**src/rtl/config_chain_ctrl_pkg.sv**
```systemverilog
// Shared types and constants for the scan-chain configuration loader.
package config_chain_ctrl_pkg;

  typedef enum logic [1:0] {
    IDLE   = 2'd0,
    CLEAR  = 2'd1,
    LOAD   = 2'd2,
    FINISH = 2'd3
  } state_t;

  localparam int          CLEAR_CYCLES = 2;
  localparam logic [15:0] CRC_POLY     = 16'h1021;
  localparam logic [15:0] CRC_INIT     = 16'hFFFF;

endpackage

```
**src/rtl/config_chain_crc16.sv**
```systemverilog
// Serial CRC-16-CCITT over the chain bitstream, one bit per enabled cycle.
// Result is registered; init wins over en; no backpressure.
module config_chain_crc16
  import config_chain_ctrl_pkg::*;
(
  input  logic        clk,
  input  logic        reset,
  input  logic        init,
  input  logic        en,
  input  logic        din,
  output logic [15:0] crc
);

  logic fb;

  assign fb = crc[15] ^ din;

  always_ff @(posedge clk or posedge reset) begin
    if (reset) begin
      crc <= 16'h0000;
    end else if (init) begin
      crc <= CRC_INIT;
    end else if (en) begin
      crc <= {crc[14:0], 1'b0} ^ (fb ? CRC_POLY : 16'h0000);
    end
  end

endmodule

```
**src/rtl/config_chain_ctrl.sv**
```systemverilog
// Scan-chain loader: clears the chain, then shifts CHAIN_LEN bitstream bits LSB first.
// Word accepted at edge t drives bit 0 in cycle t+1; starvation stalls the chain. CRC via CONFIG_CHAIN_CRC_EN.
module config_chain_ctrl
  import config_chain_ctrl_pkg::*;
#(
  parameter int CHAIN_LEN = 64,
  parameter int WORD_W    = 8
) (
  input  logic              clk,
  input  logic              reset,
  input  logic              start,
  input  logic              abort,
  input  logic              word_valid,
  input  logic [WORD_W-1:0] word_data,
  output logic              word_ready,
  output logic              sc_head,
  output logic              sc_shift_en,
  output logic              sc_reset,
  output logic              busy,
  output logic              done,
  output logic [15:0]       crc
);

  localparam int CNT_W = $clog2(WORD_W + 1);

  state_t            state;
  logic [WORD_W-1:0] sr;
  logic [CNT_W-1:0]  sr_cnt;
  logic [15:0]       bit_cnt;
  logic [1:0]        clr_cnt;
  logic              rst_hold;
  logic              shift;
  logic              accept;
  logic              last_bit;
  logic [16:0]       committed;

  assign shift     = (state == LOAD) && (sr_cnt != '0);
  assign last_bit  = shift && (bit_cnt == 16'(CHAIN_LEN - 1));
  // Bits already shifted plus bits still queued; a new word is only useful if the chain needs more.
  assign committed = {1'b0, bit_cnt} + 17'(sr_cnt);
  assign word_ready = (state == LOAD) && (sr_cnt <= CNT_W'(1)) && (committed < 17'(CHAIN_LEN));
  assign accept     = word_valid && word_ready;

  assign sc_shift_en = shift;
  assign sc_head     = shift & sr[0];
  assign busy        = (state != IDLE);
  assign done        = (state == FINISH);
  assign sc_reset    = rst_hold | (state == CLEAR);

  always_ff @(posedge clk or posedge reset) begin
    if (reset) begin
      state    <= IDLE;
      sr       <= '0;
      sr_cnt   <= '0;
      bit_cnt  <= '0;
      clr_cnt  <= '0;
      rst_hold <= 1'b1;
    end else begin
      rst_hold <= 1'b0;
      if (abort) begin
        state  <= IDLE;
        sr_cnt <= '0;
      end else begin
        case (state)
          IDLE: begin
            if (start) begin
              state   <= CLEAR;
              clr_cnt <= '0;
              bit_cnt <= '0;
              sr_cnt  <= '0;
            end
          end
          CLEAR: begin
            if (clr_cnt == 2'(CLEAR_CYCLES - 1)) state <= LOAD;
            else clr_cnt <= clr_cnt + 2'd1;
          end
          LOAD: begin
            if (shift) bit_cnt <= bit_cnt + 16'd1;
            // Final bit: leftover bits of the current word are dropped.
            if (last_bit) begin
              state  <= FINISH;
              sr_cnt <= '0;
            end else if (accept) begin
              sr     <= word_data;
              sr_cnt <= CNT_W'(WORD_W);
            end else if (shift) begin
              sr     <= sr >> 1;
              sr_cnt <= sr_cnt - 1'b1;
            end
          end
          FINISH:  state <= IDLE;
          default: state <= IDLE;
        endcase
      end
    end
  end

`ifdef CONFIG_CHAIN_CRC_EN
  config_chain_crc16 u_crc (
    .clk   (clk),
    .reset (reset),
    .init  (state == CLEAR),
    .en    (shift),
    .din   (sr[0]),
    .crc   (crc)
  );
`else
  assign crc = 16'h0000;
`endif

endmodule

```
**config.mk**
```make
export PLATFORM = sky130hd
export DESIGN_NAME = config_chain_ctrl
export DESIGN_NICKNAME = d
export VERILOG_FILES = /design/src/rtl/config_chain_ctrl_pkg.sv /design/src/rtl/config_chain_crc16.sv /design/src/rtl/config_chain_ctrl.sv
export SDC_FILE = /design/constraint.sdc
export NUM_CORES = 1
export LEC_CHECK = 0
export CELL_PAD_IN_SITES_DETAIL_PLACEMENT = 1
export CELL_PAD_IN_SITES_GLOBAL_PLACEMENT = 2
export CORE_ASPECT_RATIO = 1.75
export CORE_MARGIN = 1
export CORE_UTILIZATION = 37
export CTS_BUF_LIST = sky130_fd_sc_hd__clkbuf_2 sky130_fd_sc_hd__clkbuf_4 sky130_fd_sc_hd__clkbuf_8
export DETAILED_ROUTE_END_ITERATION = 8
export PLACE_DENSITY_LB_ADDON = 0.1
export SLEW_MARGIN = 20
export SYNTH_ARGS = -nofsm -noshare
export SYNTH_HDL_FRONTEND = slang
export SYNTH_SLANG_ARGS = --single-unit
```
**constraint.sdc**
```tcl
create_clock -name clk -period 7.24 [get_ports clk]
set_input_delay 0.724 -clock clk [delete_from_list [all_inputs] [get_ports clk]]
set_output_delay 0.724 -clock clk [all_outputs]
set_load 0.01 [all_outputs]
```
==> results_tabular.tex, run 1 <==
\begin{tabular}{lr}
\hline
Metric & Value \\
\hline
\multicolumn{2}{l}{\textbf{Drt}} \\
\quad Remaining DRCs & 0 \\
\quad Final WL & 5585 um \\
\quad Count of vias placed by the detailed router & 1,804 \\
\quad WL per Instance & 16.43 um \\
\quad Iter 0 DRT Violations & 68 \\
\quad 1st-pass router iterations & 3 \\
\quad DRT antenna net count & 0 \\
\quad Post-DR vias/cell & 5.306 \\
\multicolumn{2}{l}{\textbf{CTS}} \\
\quad Insertion delay of the later-clocked pin in the worst-skew pair & 0.29 ns \\
\quad Number of buffers between clock root and the deepest sink & 2 \\
\quad Root buffer cell & clkbuf\_8 \\
\quad Post-CTS setup buffer count & 0 \\
\quad CTS hold repair buffers & 0 \\
\quad Gates resized, CTS repair & 0 \\
\quad CTS H-Tree Depth & 2 \\
\quad Clock buffer count from CTS & 5 \\
\quad Number of clock sinks & 33 \\
\quad Clock transition at the register clock pins on the worst setup and hold paths after CTS & 0.07 ns \\
\quad Clock tree from TritonCTS & built \\
\multicolumn{2}{l}{\textbf{Placed design}} \\
\quad Area after DPL & 2440 sq um \\
\quad Port Buffer Count & 18 \\
\quad Final weighted congestion in routability-driven placement & 0.7549 \\
\quad Placed wire-length estimate & 4296 um \\
\quad Inst Count DP & 332 \\
\multicolumn{2}{l}{\textbf{Critical path}} \\
\quad Type of element capturing the critical path & output port \\
\quad Capture point of the worst reg-to-reg path & sr[4] \\
\quad Worst endpoint required time & 6.52 ns \\
\quad Critical Path Fanout Max & 4 \\
\quad Critical Setup Path Class & flop to output port \\
\quad Number of cells on the worst reg-to-reg path & 8 \\
\quad Setup slack, reg-to-reg & 4.05 ns \\
\quad Startpoint class of the critical path & flop \\
\quad Start of the worst register-to-register path & state[0] \\
\quad Arrival time at the worst endpoint & 2.80 ns \\
\multicolumn{2}{l}{\textbf{Global routing}} \\
\quad Global-route wire length before repair & 9363 um \\
\quad Via count of the first global-routing pass & 1,963 \\
\quad Gr usage total & 19.68\% \\
\quad Number of antenna violations at the first check in global routing & 0 \\
\quad Overflow after GRT & 0 \\
\quad Largest net degree at the start of global routing & 34 \\
\multicolumn{2}{l}{\textbf{STA}} \\
\quad RSZ-0062 raised after global routing & false \\
\quad Time the final worst path needs with I/O delays and setup & 3.521 ns \\
\quad Tightest slew margin relative to the limit & 42.56\% \\
\quad Max Fclk & 284.0 MHz \\
\quad Clock Skew & 0.002801 ns \\
\quad Final number of setup-violating endpoints & 0 \\
\quad Setup tns final & 0 ns \\
\quad Final period utilization & 48.64\% \\
\quad Hold violation count in the final report & 0 \\
\quad Slew @ Worst Pin & 0.8584 ns \\
\quad Worst slack on hold paths & 0.4831 ns \\
\quad Total count of max-transition violations in the final report & 0 \\
\multicolumn{2}{l}{\textbf{Min path}} \\
\quad HP Class & flop to flop \\
\quad Number of cells on the worst hold path & 1 \\
\quad Endpoint with the worst hold slack & sr[7] \\
\quad Worst hold start & sr[7] \\
\multicolumn{2}{l}{\textbf{Die}} \\
\quad Die boundary width & 61.04 um \\
\quad Floorplan die height & 105.3 um \\
\quad Standard cell core area & 5879 sq um \\
\quad Top Ports & 35 \\
\quad Placement Rows & 37 \\
\quad Starting Density & 38.39\% \\
\quad Die footprint & 6429 sq um \\
\multicolumn{2}{l}{\textbf{Logic synthesis}} \\
\quad Share of the synthesized area in compound gates (AO/OA/AOI/OAI) & 13.19\% \\
\quad FFs w/ async S/R, synth & 100.0\% \\
\quad Area contributors post-synth & dfrtp\_1 (35\%), ha\_1 (6.7\%), buf\_4 (5.3\%) \\
\quad Count of different cell masters after synthesis & 55 \\
\quad Number of synthesis warnings & 0 \\
\quad Cell taking the most area after synthesis & dfrtp\_1 \\
\quad Proportion of netlist area held by the largest area contributor & 35.48\% \\
\quad Flop and latch count out of synthesis & 33 \\
\quad Number of synthesized flops with an enable pin & 0 \\
\quad Largest family of logic cells by synthesized area & simple AND/OR/NAND/NOR gates \\
\quad Parity-gate share of the synthesized area counting xor and xnor cells & 5.820\% \\
\quad Mean post-synth cell area & 9.251 sq um \\
\quad Post-synthesis mux area share & 4.047\% \\
\quad Cell area after synthesis & 2257 sq um \\
\quad Post-synthesis adder-cell area fraction & 6.652\% \\
\quad Synth cell count leaders & dfrtp\_1 (32), nor2\_1 (22), inv\_1 (17), buf\_4 (16), nand2\_1 (15) \\
\quad Cells after synthesis & 244 \\
\quad Synthesized-area fraction occupied by and/or/nand/nor cells & 23.12\% \\
\quad Register area share after synthesis & 36.64\% \\
\quad Post-synth top flop & dfrtp\_1 \\
\quad Most common cell in the netlist & dfrtp\_1 \\
\multicolumn{2}{l}{\textbf{Layout}} \\
\quad Fraction of final layout cells with drive strength greater than 1 & 7.252\% \\
\quad Count of fill cells added during filler insertion & 720 \\
\quad Sequential cell area & 827.0 sq um \\
\quad Area Overhead vs Synth & 12.58\% \\
\quad Fraction of the core area covered by cells at the end of the flow & 43.22\% \\
\quad Non-Filler Cell Area, Final & 2541 sq um \\
\quad Final Net Count & 286 \\
\quad Multi-input gate area in the final layout & 1256 sq um \\
\quad Diodes inserted & 0 \\
\quad Post-route insts no fill & 340 \\
\multicolumn{2}{l}{\textbf{Pwr}} \\
\quad Power per cell area & 247.6 nW/um\^{}2 \\
\quad Largest vdd supply drop & 0.1468 mV \\
\quad Pleak & 0.001177 uW \\
\multicolumn{2}{l}{\textbf{Run status}} \\
\quad Run status & finished, final reports clean \\
\multicolumn{2}{l}{\textbf{Run}} \\
\quad Reported max-cap violation count & 0 \\
\hline
\end{tabular}
[area by class of cell]
| class | count | area share, % |
|---|---|---|
| Clock buffer | 7 | 3.791 |
| Clock inverter | 1 | 0.1969 |
| Inverter | 17 | 2.511 |
| Multi-Input combinational cell | 184 | 49.43 |
| Sequential cell | 33 | 32.55 |
| Tap cell | 78 | 3.840 |
| Timing Repair Buffer | 20 | 7.681 |
[power by group]
group / internal [uW] / switching [uW]
combinational: 100 / 126
clock: 86.1 / 73.2
sequential: 218 / 25.8
total: 404 / 225
[sequential cells by signal, indices dropped and copies added (netlist names)]
signal and count:
rst_hold 1, sr_cnt 4, clr_cnt 2, state 2
sr 8, bit_cnt 16
[cells by family (layout without fill, tap and decap cells)]
group | Yosys count | after routing
buf+inv | 43 | 45
xor+xnor | 15 | 15
fa+ha+maj | 12 | 12
flops | 33 | 33
mux | 9 | 9
other cells | 1 | 17
simple gates | 95 | 95
compound gates | 36 | 36
[cell usage in the layout (no fill, tap or decap), types with 2 or more instances in the layout]
cell             count
nand2_1             15
nand4_1              6
nand3_1             12
buf_4                2
o21ai_0              3
or3_1                3
xor2_1               9
clkdlybuf4s50_1     18
and3_1               8
nor3_1               7
nor4_1               5
or4b_1               2
nor2_1              22
ha_1                12
a21oi_1              3
clkbuf_8             7
inv_1               17
dfrtp_1             32
o211ai_1             4
a21o_1               2
nor3b_1              2
mux2i_1              8
nand2b_1             2
a22o_1               9
conb_1              17
a211oi_1             2
xnor2_1              6
[worst max-delay path, stage by stage (launching register included)]
cell,delay (ns)
dfrtp_1,0.41
ha_1,0.29
and3_1,0.16
nor4_1,0.39
o21ai_0,0.36
nand2_1,0.13
nand3_1,0.07
a21oi_1,0.14
clkdlybuf4s50_1,0.55
[routing by layer]
metal | GRT usage, % | wire length (um) | up-vias
met5 | 0 | 0 | -
met4 | 9.091 | 195 | 0
met3 | 3.067 | 122 | 14
met2 | 36.49 | 3255 | 31
met1 | 20.05 | 2011 | 896
li1 | - | - | 863
[worst max path at each step]
stage	start	to	slack [ns]	cells after the start
after floorplan	state[0]	word_ready	4.70	6
after global placement	state[0]	sr[3]	4.05	8
after detailed placement	sr_cnt[1]	word_ready	3.99	8
after CTS	sr_cnt[1]	word_ready	3.68	8
after global routing	sr_cnt[1]	word_ready	3.48	8
final	sr_cnt[1]	word_ready	3.72	8
[through the flow]
stage,setup slack (ns),power [uW]
6_report,3.719,629.1
5_1_grt,3.483,676.4
4_1_cts,3.676,641.8
3_5_place_dp,3.988,478.5
3_3_place_gp,4.047,474.2
2_1_floorplan,4.699,410.7
No activity file was read; power rests on OpenSTA's default activity.
==> inputs of run 2 (changes only) <==
--- a/config.mk
+++ b/config.mk
@@ -9,7 +9,7 @@
 export CELL_PAD_IN_SITES_GLOBAL_PLACEMENT = 2
 export CORE_ASPECT_RATIO = 1.75
 export CORE_MARGIN = 1
-export CORE_UTILIZATION = 37
+export CORE_UTILIZATION = 34
 export CTS_BUF_LIST = sky130_fd_sc_hd__clkbuf_2 sky130_fd_sc_hd__clkbuf_4 sky130_fd_sc_hd__clkbuf_8
 export DETAILED_ROUTE_END_ITERATION = 8
 export PLACE_DENSITY_LB_ADDON = 0.1
==> constraint.sdc (replaced) <==
create_clock -name clk -period 3.6 [get_ports clk]
set_input_delay 0.36 -clock clk [delete_from_list [all_inputs] [get_ports clk]]
set_output_delay 0.36 -clock clk [all_outputs]
set_load 0.01 [all_outputs]
==> run 2 against run 1 <==
Compared with the run above:
- count of clock-buffer cells in the layout grew 1
- clock power grew 85%
- register-to-register slack lost 3.5 ns
- routed wire length grew 0.41%
- via count is essentially flat
- critical path depth shrank 1
- clock skew shrank 0.00055 ns
- largest power group unchanged
- highest routed layer unchanged
==> results_tabular.tex, run 2 (synthesis gave the netlist of run 1 again) <==
\begin{tabular}{lr}
\hline
Metric & Value \\
\hline
\multicolumn{2}{l}{\textbf{Die}} \\
\quad Top Ports & 35 (unchanged) \\
\quad Starting Density & 35.69\% (-2.7 points) \\
\quad Die boundary width & 63.59 um (+4.2\%) \\
\quad Die footprint & 6981 sq um (+8.6\%) \\
\quad Standard cell core area & 6324 sq um (+7.6\%) \\
\quad Placement Rows & 38 (+2.7\%) \\
\quad Floorplan die height & 109.8 um (+4.2\%) \\
\multicolumn{2}{l}{\textbf{Critical path}} \\
\quad Slowest cell on the critical path & clkdlybuf4s50\_1 \\
\quad Number of cells on the worst reg-to-reg path & 9 (+1) \\
\quad Type of element capturing the critical path & output port \\
\quad Critical Setup Path Class & flop to output port \\
\quad Worst endpoint required time & 3.24 ns (-3.28 ns) \\
\quad Start of the worst register-to-register path & state[0] \\
\quad Setup slack, reg-to-reg & 0.59 ns (-3.46 ns) \\
\quad Capture point of the worst reg-to-reg path & sr[5] \\
\quad Critical Path, Cell by Cell & inv\_1 > ha\_1 > or4b\_1 > nor4\_2 > nand3\_1 > a21oi\_1 > clkdlybuf4s50\_1 \\
\quad Critical Path Fanout Max & 7 (+3) \\
\quad Arrival time at the worst endpoint & 2.82 ns (+0.02 ns) \\
\quad Startpoint class of the critical path & flop \\
\quad Largest incremental delay on the critical path & 0.56 ns (about the same) \\
\multicolumn{2}{l}{\textbf{Layout}} \\
\quad Biggest regs & bit\_cnt (16), sr (8), sr\_cnt (4) \\
\quad Final Net Count & 290 (+1.4\%) \\
\quad Post-route insts no fill & 346 (+1.8\%) \\
\quad Commonest non-fill, non-tap cell in the layout & dfrtp\_1 \\
\quad Fraction of the core area covered by cells at the end of the flow & 40.54\% (-2.7 points) \\
\quad Largest register by flop count & bit\_cnt \\
\quad Diodes inserted & 0 (unchanged) \\
\quad Fraction of final layout cells with drive strength greater than 1 & 8.647\% (+1.4 points) \\
\quad Area Overhead vs Synth & 13.58\% \\
\quad Top library cells by usage in the layout, fill and taps aside & dfrtp\_1 (32), nor2\_1 (22), clkdlybuf4s50\_1 (18), inv\_1 (17), conb\_1 (17) \\
\quad Max FFs per register & 16 (unchanged) \\
\multicolumn{2}{l}{\textbf{CTS}} \\
\quad Number of buffers between clock root and the deepest sink & 2 (unchanged) \\
\quad Clock buffer count from CTS & 5 (unchanged) \\
\quad CTS H-Tree Depth & 2 (unchanged) \\
\quad Root buffer cell & clkbuf\_8 \\
\quad Post-CTS setup buffer count & 0 (unchanged) \\
\quad CTS hold repair buffers & 0 (unchanged) \\
\quad Insertion delay of the later-clocked pin in the worst-skew pair & 0.28 ns (about the same) \\
\quad Gates resized, CTS repair & 0 (unchanged) \\
\quad Clock transition at the register clock pins on the worst setup and hold paths after CTS & 0.07 ns (about the same) \\
\quad Number of clock sinks & 33 (unchanged) \\
\quad Clock tree from TritonCTS & built \\
\multicolumn{2}{l}{\textbf{STA}} \\
\quad Setup tns final & 0 ns (unchanged) \\
\quad Tightest slew margin relative to the limit & 55.60\% (+13 points) \\
\quad Worst slack on hold paths & 0.4541 ns (-0.02899 ns) \\
\quad Hold violation count in the final report & 0 (unchanged) \\
\quad Final setup margin & 0.4181 ns (-3.300 ns) \\
\quad Time the final worst path needs with I/O delays and setup & 3.182 ns \\
\quad Max Fclk & 314.3 MHz \\
\quad RSZ-0062 raised after global routing & false \\
\quad Final period utilization & 88.38\% \\
\quad Total count of max-transition violations in the final report & 0 (unchanged) \\
\quad Final number of setup-violating endpoints & 0 (unchanged) \\
\quad Clock Skew & 0.002250 ns (-0.0005507 ns) \\
\quad Slew @ Worst Pin & 0.6620 ns (-0.1965 ns) \\
\multicolumn{2}{l}{\textbf{Pwr}} \\
\quad Power per cell area & 488.9 nW/um\^{}2 (+98\%) \\
\quad Largest vdd supply drop & 0.2302 mV (+57\%) \\
\quad Pleak & 0.001193 uW (+1.4\%) \\
\multicolumn{2}{l}{\textbf{Placed design}} \\
\quad Port Buffer Count & 18 (unchanged) \\
\quad Post-place setup slack & 0.5810 ns (-3.407 ns) \\
\quad Final weighted congestion in routability-driven placement & 0.7456 (-1.2\%) \\
\quad Inst Count DP & 338 (+1.8\%) \\
\quad Placed wire-length estimate & 4371 um (+1.8\%) \\
\multicolumn{2}{l}{\textbf{Drt}} \\
\quad Count of vias placed by the detailed router & 1,805 (+0.055\%) \\
\quad DRT antenna net count & 0 (unchanged) \\
\quad Iter 0 DRT Violations & 41 (-40\%) \\
\quad WL per Instance & 16.21 um (-1.3\%) \\
\quad Final WL & 5608 um (+0.41\%) \\
\quad Post-DR vias/cell & 5.217 (-1.7\%) \\
\quad Remaining DRCs & 0 (unchanged) \\
\quad 1st-pass router iterations & 4 (+1) \\
\multicolumn{2}{l}{\textbf{Global routing}} \\
\quad Largest net degree at the start of global routing & 18 (-47\%) \\
\quad Number of antenna violations at the first check in global routing & 0 (unchanged) \\
\quad Global-route wire length before repair & 9715 um (+3.8\%) \\
\quad Overflow after GRT & 0 (unchanged) \\
\quad Via count of the first global-routing pass & 1,917 (-2.3\%) \\
\quad Gr usage total & 18.22\% (-1.5 points) \\
\multicolumn{2}{l}{\textbf{Run}} \\
\quad Reported max-cap violation count & 0 (unchanged) \\
\multicolumn{2}{l}{\textbf{Run status}} \\
\quad Run status & finished, final reports clean \\
\multicolumn{2}{l}{\textbf{Min path}} \\
\quad HP Class & primary input to async pin \\
\hline
\end{tabular}
## run 2: metrics by stage
| step | power, uW | instance area (sq um) |
|---|---|---|
| after floorplan | 825.9 | 2317 |
| final | 1254 | 2564 |
| after detailed placement | 977.5 | 2472 |
| after global routing | 1358 | 2564 |
| after CTS | 1286 | 2564 |
| after global placement | 971.0 | 2472 |
## run 2: worst max-delay path: cells and delay by family (launching register included)
family                   cells  cell delay [ns]
adder cells (fa/ha/maj)      1             0.31
flip-flops                   1             0.44
AO/OA/AOI/OAI                1             0.16
buffers and inverters        2             0.70
AND/OR/NAND/NOR              3             0.92
## run 2: worst max-delay path by stage
| stage | to | start | slack [ns] | cells after the start |
|---|---|---|---|---|
| after detailed placement | sr[5] | state[0] | 0.58 | 9 |
| after floorplan | sr_cnt[1] | state[0] | 1.06 | 9 |
| after global placement | sr[3] | state[0] | 0.70 | 9 |
| after global routing | word_ready | state[0] | 0.13 | 7 |
| after CTS | word_ready | state[0] | 0.36 | 7 |
| final | word_ready | state[0] | 0.42 | 7 |
## run 2: cell type report
type | instances | area [sq um]
timing repair buffer | 24 | 225.2
fill | 755 | 3760
clock buffer | 8 | 91.34
tap | 80 | 100.1
sequential | 33 | 827.0
multi-input combinational | 184 | 1256
inverter | 17 | 63.81
## run 2: routing by layer
layer	wire (um)	up-vias	track usage, %	share of wire [%]
met5	0	-	0	0
met4	101	0	6.494	1.8
met3	151	8	2.490	2.7
met2	3236	32	36.55	58
met1	2120	892	18.59	38
li1	-	873	-	-
## run 2: report_power, final
group,internal [uW],switching (uW)
logic,210,261
clock network,160,134
registers,439,50.6
